File: config.mk
export PLATFORM = sky130hd
export DESIGN_NAME = sensor_packet_builder
export DESIGN_NICKNAME = d
export VERILOG_FILES = /design/src/rtl/sensor_packet_builder.sv
export SDC_FILE = /design/constraint.sdc
export NUM_CORES = 1
export LEC_CHECK = 0
export ABC_AREA = 1
export CELL_PAD_IN_SITES_DETAIL_PLACEMENT = 1
export CELL_PAD_IN_SITES_GLOBAL_PLACEMENT = 2
export CORE_ASPECT_RATIO = 2
export CORE_MARGIN = 1
export CORE_UTILIZATION = 32
export CTS_BUF_LIST = sky130_fd_sc_hd__clkbuf_4
export CTS_CLUSTER_DIAMETER = 30
export DETAILED_ROUTE_END_ITERATION = 6
export MAX_ROUTING_LAYER = met4
export PLACE_DENSITY = 0.89
export REMOVE_ABC_BUFFERS = 1
export SLEW_MARGIN = 20
export SYNTH_ARGS = -nofsm -noshare
export SYNTH_HDL_FRONTEND = slang
export SYNTH_SLANG_ARGS = --single-unit
File: constraint.sdc
create_clock -name clk -period 4.1 [get_ports clk]
set_clock_uncertainty 0.1 [all_clocks]
set_input_delay 1.025 -clock clk [delete_from_list [all_inputs] [get_ports clk]]
set_output_delay 1.025 -clock clk [all_outputs]
set_load 0.05 [all_outputs]
File: src/rtl/sensor_packet_builder.sv
// sensor_packet_builder
// Builds one 32-byte telemetry packet per accepted IMU sample. The sample is
// stamped with a sequence number, timestamp and drop count and then checksummed
// one byte per cycle. The packet is held stable until the SPI stage acks it.
// A single pending register absorbs one sample that arrives while a packet is
// in flight. Any further samples overwrite it and are counted as drops.
//
// state | meaning
// IDLE  | no packet in flight, waiting for sample_valid
// BUILD | bytes 0..30 captured, checksum accumulating one byte per cycle
// READY | packet complete and held, waiting for data_ack
module sensor_packet_builder #(
    parameter int unsigned TS_DIV    = 1000,
    parameter logic [7:0]  SYNC_BYTE = 8'hAA
) (
    input  logic        clk,
    input  logic        rst_n,
    input  logic        sample_valid,
    input  logic [15:0] quat_w,
    input  logic [15:0] quat_x,
    input  logic [15:0] quat_y,
    input  logic [15:0] quat_z,
    input  logic [15:0] accel_x,
    input  logic [15:0] accel_y,
    input  logic [15:0] accel_z,
    input  logic [15:0] gyro_x,
    input  logic [15:0] gyro_y,
    input  logic [15:0] gyro_z,
    input  logic [7:0]  status_flags,
    output logic [7:0]  data_bytes [0:31],
    output logic        data_ready,
    input  logic        data_ack,
    output logic        busy
);

    localparam int PW = (TS_DIV > 1) ? $clog2(TS_DIV) : 1;
    localparam logic [PW-1:0] PRESC_LAST = PW'(TS_DIV - 1);

    typedef enum logic [1:0] {
        IDLE  = 2'd0,
        BUILD = 2'd1,
        READY = 2'd2
    } state_t;

    typedef struct packed {
        logic [15:0] qw;
        logic [15:0] qx;
        logic [15:0] qy;
        logic [15:0] qz;
        logic [15:0] ax;
        logic [15:0] ay;
        logic [15:0] az;
        logic [15:0] gx;
        logic [15:0] gy;
        logic [15:0] gz;
        logic [7:0]  fl;
    } sample_t;

    state_t          state;
    state_t          state_nxt;
    logic [7:0]      seq_cnt;
    logic [7:0]      drop_cnt;
    logic [31:0]     ts_cnt;
    logic [PW-1:0]   presc;
    logic            pending_valid;
    sample_t         pend;
    sample_t         live;
    sample_t         cap;
    logic [7:0]      acc;
    logic [4:0]      idx;

    logic            capture;
    logic            cap_pend;
    logic            store_pend;
    logic            drop_evt;
    logic            build_last;

    assign live = {quat_w, quat_x, quat_y, quat_z,
                   accel_x, accel_y, accel_z,
                   gyro_x, gyro_y, gyro_z, status_flags};

    // A capture out of READY takes the pending sample first when there is one.
    assign cap = cap_pend ? pend : live;

    // State register
    always_ff @(posedge clk or negedge rst_n) begin
        if (!rst_n) begin
            state <= IDLE;
        end else begin
            state <= state_nxt;
        end
    end

    // Next-state decode
    always_comb begin
        state_nxt = state;
        case (state)
            IDLE: begin
                if (sample_valid) begin
                    state_nxt = BUILD;
                end
            end
            BUILD: begin
                if (build_last) begin
                    state_nxt = READY;
                end
            end
            READY: begin
                if (data_ack) begin
                    if (pending_valid || sample_valid) begin
                        state_nxt = BUILD;
                    end else begin
                        state_nxt = IDLE;
                    end
                end
            end
            default: state_nxt = IDLE;
        endcase
    end

    // Output and control decode
    always_comb begin
        capture    = 1'b0;
        cap_pend   = 1'b0;
        store_pend = 1'b0;
        build_last = (idx == 5'd31);
        busy       = (state != IDLE);
        data_ready = (state == READY);
        case (state)
            IDLE: begin
                capture = sample_valid;
            end
            BUILD: begin
                store_pend = sample_valid;
            end
            READY: begin
                if (data_ack) begin
                    if (pending_valid) begin
                        capture    = 1'b1;
                        cap_pend   = 1'b1;
                        store_pend = sample_valid;
                    end else begin
                        capture = sample_valid;
                    end
                end else begin
                    store_pend = sample_valid;
                end
            end
            default: ;
        endcase
        // Refilling a pending slot that is being drained on this edge is not a drop.
        drop_evt = store_pend && pending_valid && !cap_pend;
    end

    // Timestamp prescaler and free-running tick counter
    always_ff @(posedge clk or negedge rst_n) begin
        if (!rst_n) begin
            presc  <= '0;
            ts_cnt <= '0;
        end else if (presc == PRESC_LAST) begin
            presc  <= '0;
            ts_cnt <= ts_cnt + 32'd1;
        end else begin
            presc <= presc + PW'(1);
        end
    end

    // Sequence and drop counters
    always_ff @(posedge clk or negedge rst_n) begin
        if (!rst_n) begin
            seq_cnt  <= 8'd0;
            drop_cnt <= 8'd0;
        end else begin
            if (capture) begin
                seq_cnt  <= seq_cnt + 8'd1;
                drop_cnt <= drop_evt ? 8'd1 : 8'd0;
            end else if (drop_evt && (drop_cnt != 8'hFF)) begin
                drop_cnt <= drop_cnt + 8'd1;
            end
        end
    end

    // Pending-sample register
    always_ff @(posedge clk or negedge rst_n) begin
        if (!rst_n) begin
            pending_valid <= 1'b0;
            pend          <= '0;
        end else if (store_pend) begin
            pending_valid <= 1'b1;
            pend          <= live;
        end else if (cap_pend) begin
            pending_valid <= 1'b0;
        end
    end

    // Packet capture and byte-serial checksum
    always_ff @(posedge clk or negedge rst_n) begin
        if (!rst_n) begin
            for (int i = 0; i < 32; i++) begin
                data_bytes[i] <= 8'h00;
            end
            acc <= 8'd0;
            idx <= 5'd0;
        end else if (capture) begin
            data_bytes[0]  <= SYNC_BYTE;
            data_bytes[1]  <= seq_cnt;
            data_bytes[2]  <= ts_cnt[31:24];
            data_bytes[3]  <= ts_cnt[23:16];
            data_bytes[4]  <= ts_cnt[15:8];
            data_bytes[5]  <= ts_cnt[7:0];
            data_bytes[6]  <= cap.qw[15:8];
            data_bytes[7]  <= cap.qw[7:0];
            data_bytes[8]  <= cap.qx[15:8];
            data_bytes[9]  <= cap.qx[7:0];
            data_bytes[10] <= cap.qy[15:8];
            data_bytes[11] <= cap.qy[7:0];
            data_bytes[12] <= cap.qz[15:8];
            data_bytes[13] <= cap.qz[7:0];
            data_bytes[14] <= cap.ax[15:8];
            data_bytes[15] <= cap.ax[7:0];
            data_bytes[16] <= cap.ay[15:8];
            data_bytes[17] <= cap.ay[7:0];
            data_bytes[18] <= cap.az[15:8];
            data_bytes[19] <= cap.az[7:0];
            data_bytes[20] <= cap.gx[15:8];
            data_bytes[21] <= cap.gx[7:0];
            data_bytes[22] <= cap.gy[15:8];
            data_bytes[23] <= cap.gy[7:0];
            data_bytes[24] <= cap.gz[15:8];
            data_bytes[25] <= cap.gz[7:0];
            data_bytes[26] <= cap.fl;
            data_bytes[27] <= drop_cnt;
            data_bytes[28] <= 8'h00;
            data_bytes[29] <= 8'h00;
            data_bytes[30] <= 8'h00;
            acc <= 8'd0;
            idx <= 5'd0;
        end else if (state == BUILD) begin
            // idx 31 is the extra cycle that commits the checksum, so the packet
            // lands exactly 32 edges after capture.
            if (build_last) begin
                data_bytes[31] <= 8'd0 - acc;
            end else begin
                acc <= acc + data_bytes[idx];
                idx <= idx + 5'd1;
            end
        end
    end

endmodule

==> impl_metrics.json <==
{
  "cap_violations": 0,
  "setup_ws_ns": 0.220,
  "final_common_cell": "nand2_1",
  "cts_root_buffer": "clkbuf_4",
  "max-slew-margin-rel_pct": 12.7,
  "p_total_w": 0.0245,
  "gp_congestion": 0.905,
  "grt_overflow_total": 0,
  "worstSetupPathType": "reg2out",
  "final_cell_mix": "722 x nand2_1, 466 x dfrtp_1, 400 x clkdlybuf4s50_1, 347 x o21ai_0, 334 x inv_1",
  "rsz0062_at_grt": "false",
  "async_flop_share_pct": 100,
  "drc": 0,
  "reg2reg_to": "acc[7]",
  "finalCriticalPeriod_ns": 3.88,
  "synth_cell_type_count": 47,
  "fmax_mhz": 258,
  "p_switching_w": 0.0123,
  "rows": 137,
  "routedWlPerCell_um": 22.1,
  "clkPwrFrac_pct": 16.3,
  "r2r_setup_slack_ns": 0.43,
  "holdWs_ns": 0.363,
  "clock_sinks": 467,
  "switching_share_pct": 50.2,
  "grt_pass1_vias": 23000,
  "whs_path_depth": 1,
  "max_stage_delay_ns": 0.95,
  "syn_inst": 2702,
  "startpoint": "state[0]",
  "p_int_w": 0.0122,
  "totalWireLength_um": 90400,
  "vias_per_cell": 5.14,
  "cts_htree_levels": 3,
  "fin_crit_sh_pct": 94.6,
  "hold_viol_final": 0,
  "drtPass1Iterations": 5,
  "power_density_nw_per_um2": 849,
  "ys_seq_elements": 467,
  "syn_area_um2": 22400,
  "cts_setup_buffers": 0,
  "die_h_um": 377,
  "clockBufferDepth": 3,
  "crit_fanout": 6,
  "synth_top_area_share_pct": 52.1,
  "cp-end-kind": "output port",
  "fillers": 8301,
  "core_area_um2": 69600,
  "die_area_um2": 71300,
  "pin_count": 430,
  "num_vias": 21056,
  "start_util_pct": 32.3,
  "min_path_type": "reg2reg",
  "cpMaxStageDelayCell": "clkdlybuf4s50_1",
  "dp_hpwl_um": 65500,
  "drv_slew": 0,
  "p_comb_share_pct": 52.4,
  "timing.rr.start": "idx[1]",
  "grt_use_total_pct": 26.5,
  "yosysSeqAreaShare_pct": 52.1,
  "grt_start_max_net_pins": 228,
  "grt_pass1_wl_um": 139000,
  "drtAntennaViolNets": 0,
  "crit_arrival_ns": 2.76,
  "synthTopCellsByArea": "dfrtp_1 52%, nand2_1 12%, o21ai_0 7.7%",
  "reg2reg_depth": 13,
  "vdd_drop_max_uv": 538,
  "numCtsBuffers": 118,
  "layout.cells.non_filler": 4099,
  "cts.clk_slew.worst_paths_ns": 0.07,
  "dp_slack_ns": 0.387,
  "cp_data_required_time_ns": 2.97,
  "fin_nets": 3303,
  "critPathLaunchType": "flop",
  "portBuffers": 401,
  "status": "complete, no violations",
  "tightest_slew_ns": 1.31,
  "p_leak_nw": 13.1,
  "synth-main-ff-cell": "dfrtp_1",
  "place_inst": 3894,
  "clk_latency_ns": 0.99,
  "p_seq_share_pct": 31.3,
  "postSynthAreaPerCell_um2": 8.31,
  "antenna_found_initial": 10,
  "drive_gt1_share_pct": 8.29,
  "die_width_um": 189,
  "area_delta_synth_final_pct": 28.7,
  "yosysTopAreaCell": "dfrtp_1",
  "synth_edf_count": 0,
  "path_cells": "inv_1 > ha_1 > clkdlybuf4s50_1",
  "synth_warnings": 0,
  "crit_end": "data_ready",
  "setup_viol": 0,
  "cts_tree": "done",
  "drt_iter0_markers": 953
}
-- final cells by class --
cell class | instances | area (um2) | area share, %
diodes | 11 | 27.5 | 0.0953
clock buffers | 151 | 1130 | 3.92
clock inverters | 42 | 270 | 0.935
inverters | 346 | 1320 | 4.56
multi-input cells | 1723 | 8710 | 30.1
flip-flops and latches | 467 | 11700 | 40.5
well taps | 903 | 1130 | 3.91
repair buffers | 456 | 4620 | 16.0
-- power groups by stage --
stage	Clock [W]	Combinational [W]	Sequential [W]
floorplan	0	0.00493	0.0103
global placement	0	0.0126	0.00766
detailed placement	0	0.0129	0.00776
CTS	0.00415	0.0130	0.00768
global route	0.00436	0.0139	0.00786
finish	0.00401	0.0128	0.00767
-- cell usage after synthesis (2+ instances only) --
master,number
a21boi_0,3
a21oi_1,88
a31oi_1,55
a32oi_1,3
buf_1,24
buf_2,44
buf_4,33
clkbuf_1,92
clkinv_1,2
dfrtp_1,467
ha_1,18
inv_1,335
inv_2,8
mux2_2,6
nand2_1,724
nand2_2,3
nand3_1,65
nand3_2,2
nand4_1,13
nor2_1,94
nor2_2,3
nor2_4,2
nor3_1,20
nor3_2,4
nor3_4,3
nor4_1,4
nor4_2,2
o2111ai_1,4
o211ai_1,136
o21a_1,3
o21ai_0,347
o221ai_1,26
o22ai_1,5
or2_2,2
xnor2_1,9
xor2_1,42
-- sequential cells by signal, summed over array words and instances (netlist names) --
signal and count:
presc 10, pending_valid 1, pend 168, ts_cnt 32
idx 5, data_bytes 225, state 2, seq_cnt 8
drop_cnt 8, acc 8
-- worst max-delay path: cells and delay by family (launching register included) --
family / cells / cell delay, ns
flops: 1 / 0.45
buf+inv: 2 / 1.06
fa+ha+maj: 1 / 0.30
-- cell families after synthesis --
kind of cell / after synthesis / share of synthesized area [%]
buf+inv: 539 / 9.82
fa+ha+maj: 19 / 1.09
flops: 467 / 52.1
simple gates: 945 / 17.2
mux: 6 / 0.301
xor+xnor: 51 / 1.99
compound gates: 674 / 17.5
other cells: 1 / 0.0167
-- layer usage --
metal  share of wire [%]  GRT usage, %  vias up
met4                 5.4          14.6        0
met5                   0             -        -
met1                  38          28.9    10534
met3                 4.9          5.05      226
met2                  51          45.3      639
li1                    -             -     9657
-- worst min-delay path by stage --
stage | from | to
2_1_floorplan | presc[0] | presc[0]
3_3_place_gp | presc[0] | presc[0]
3_5_place_dp | ts_cnt[31] | ts_cnt[31]
4_1_cts | presc[0] | presc[0]
5_1_grt | ts_cnt[31] | ts_cnt[31]
6_report | presc[0] | presc[0]
-- stage by stage --
step | cell area (um2) | TNS, ns | utilization [%]
final | 28900 | 0 | 41.5
after global routing | 28900 | 0 | 41.5
after CTS | 28900 | 0 | 41.5
after detailed placement | 27500 | 0 | 39.4
after global placement | 27500 | 0 | 39.4
after floorplan | 21600 | -875.03 | -
-- timing repair --
item / in CTS / in global routing
gates resized for setup: 0 / 0
endpoints found under the setup margin: 0 / 0
hold buffers: 1 / 0
hold endpoints to repair: 73 / 0
Note: power is estimated with default switching activity, not from simulation.
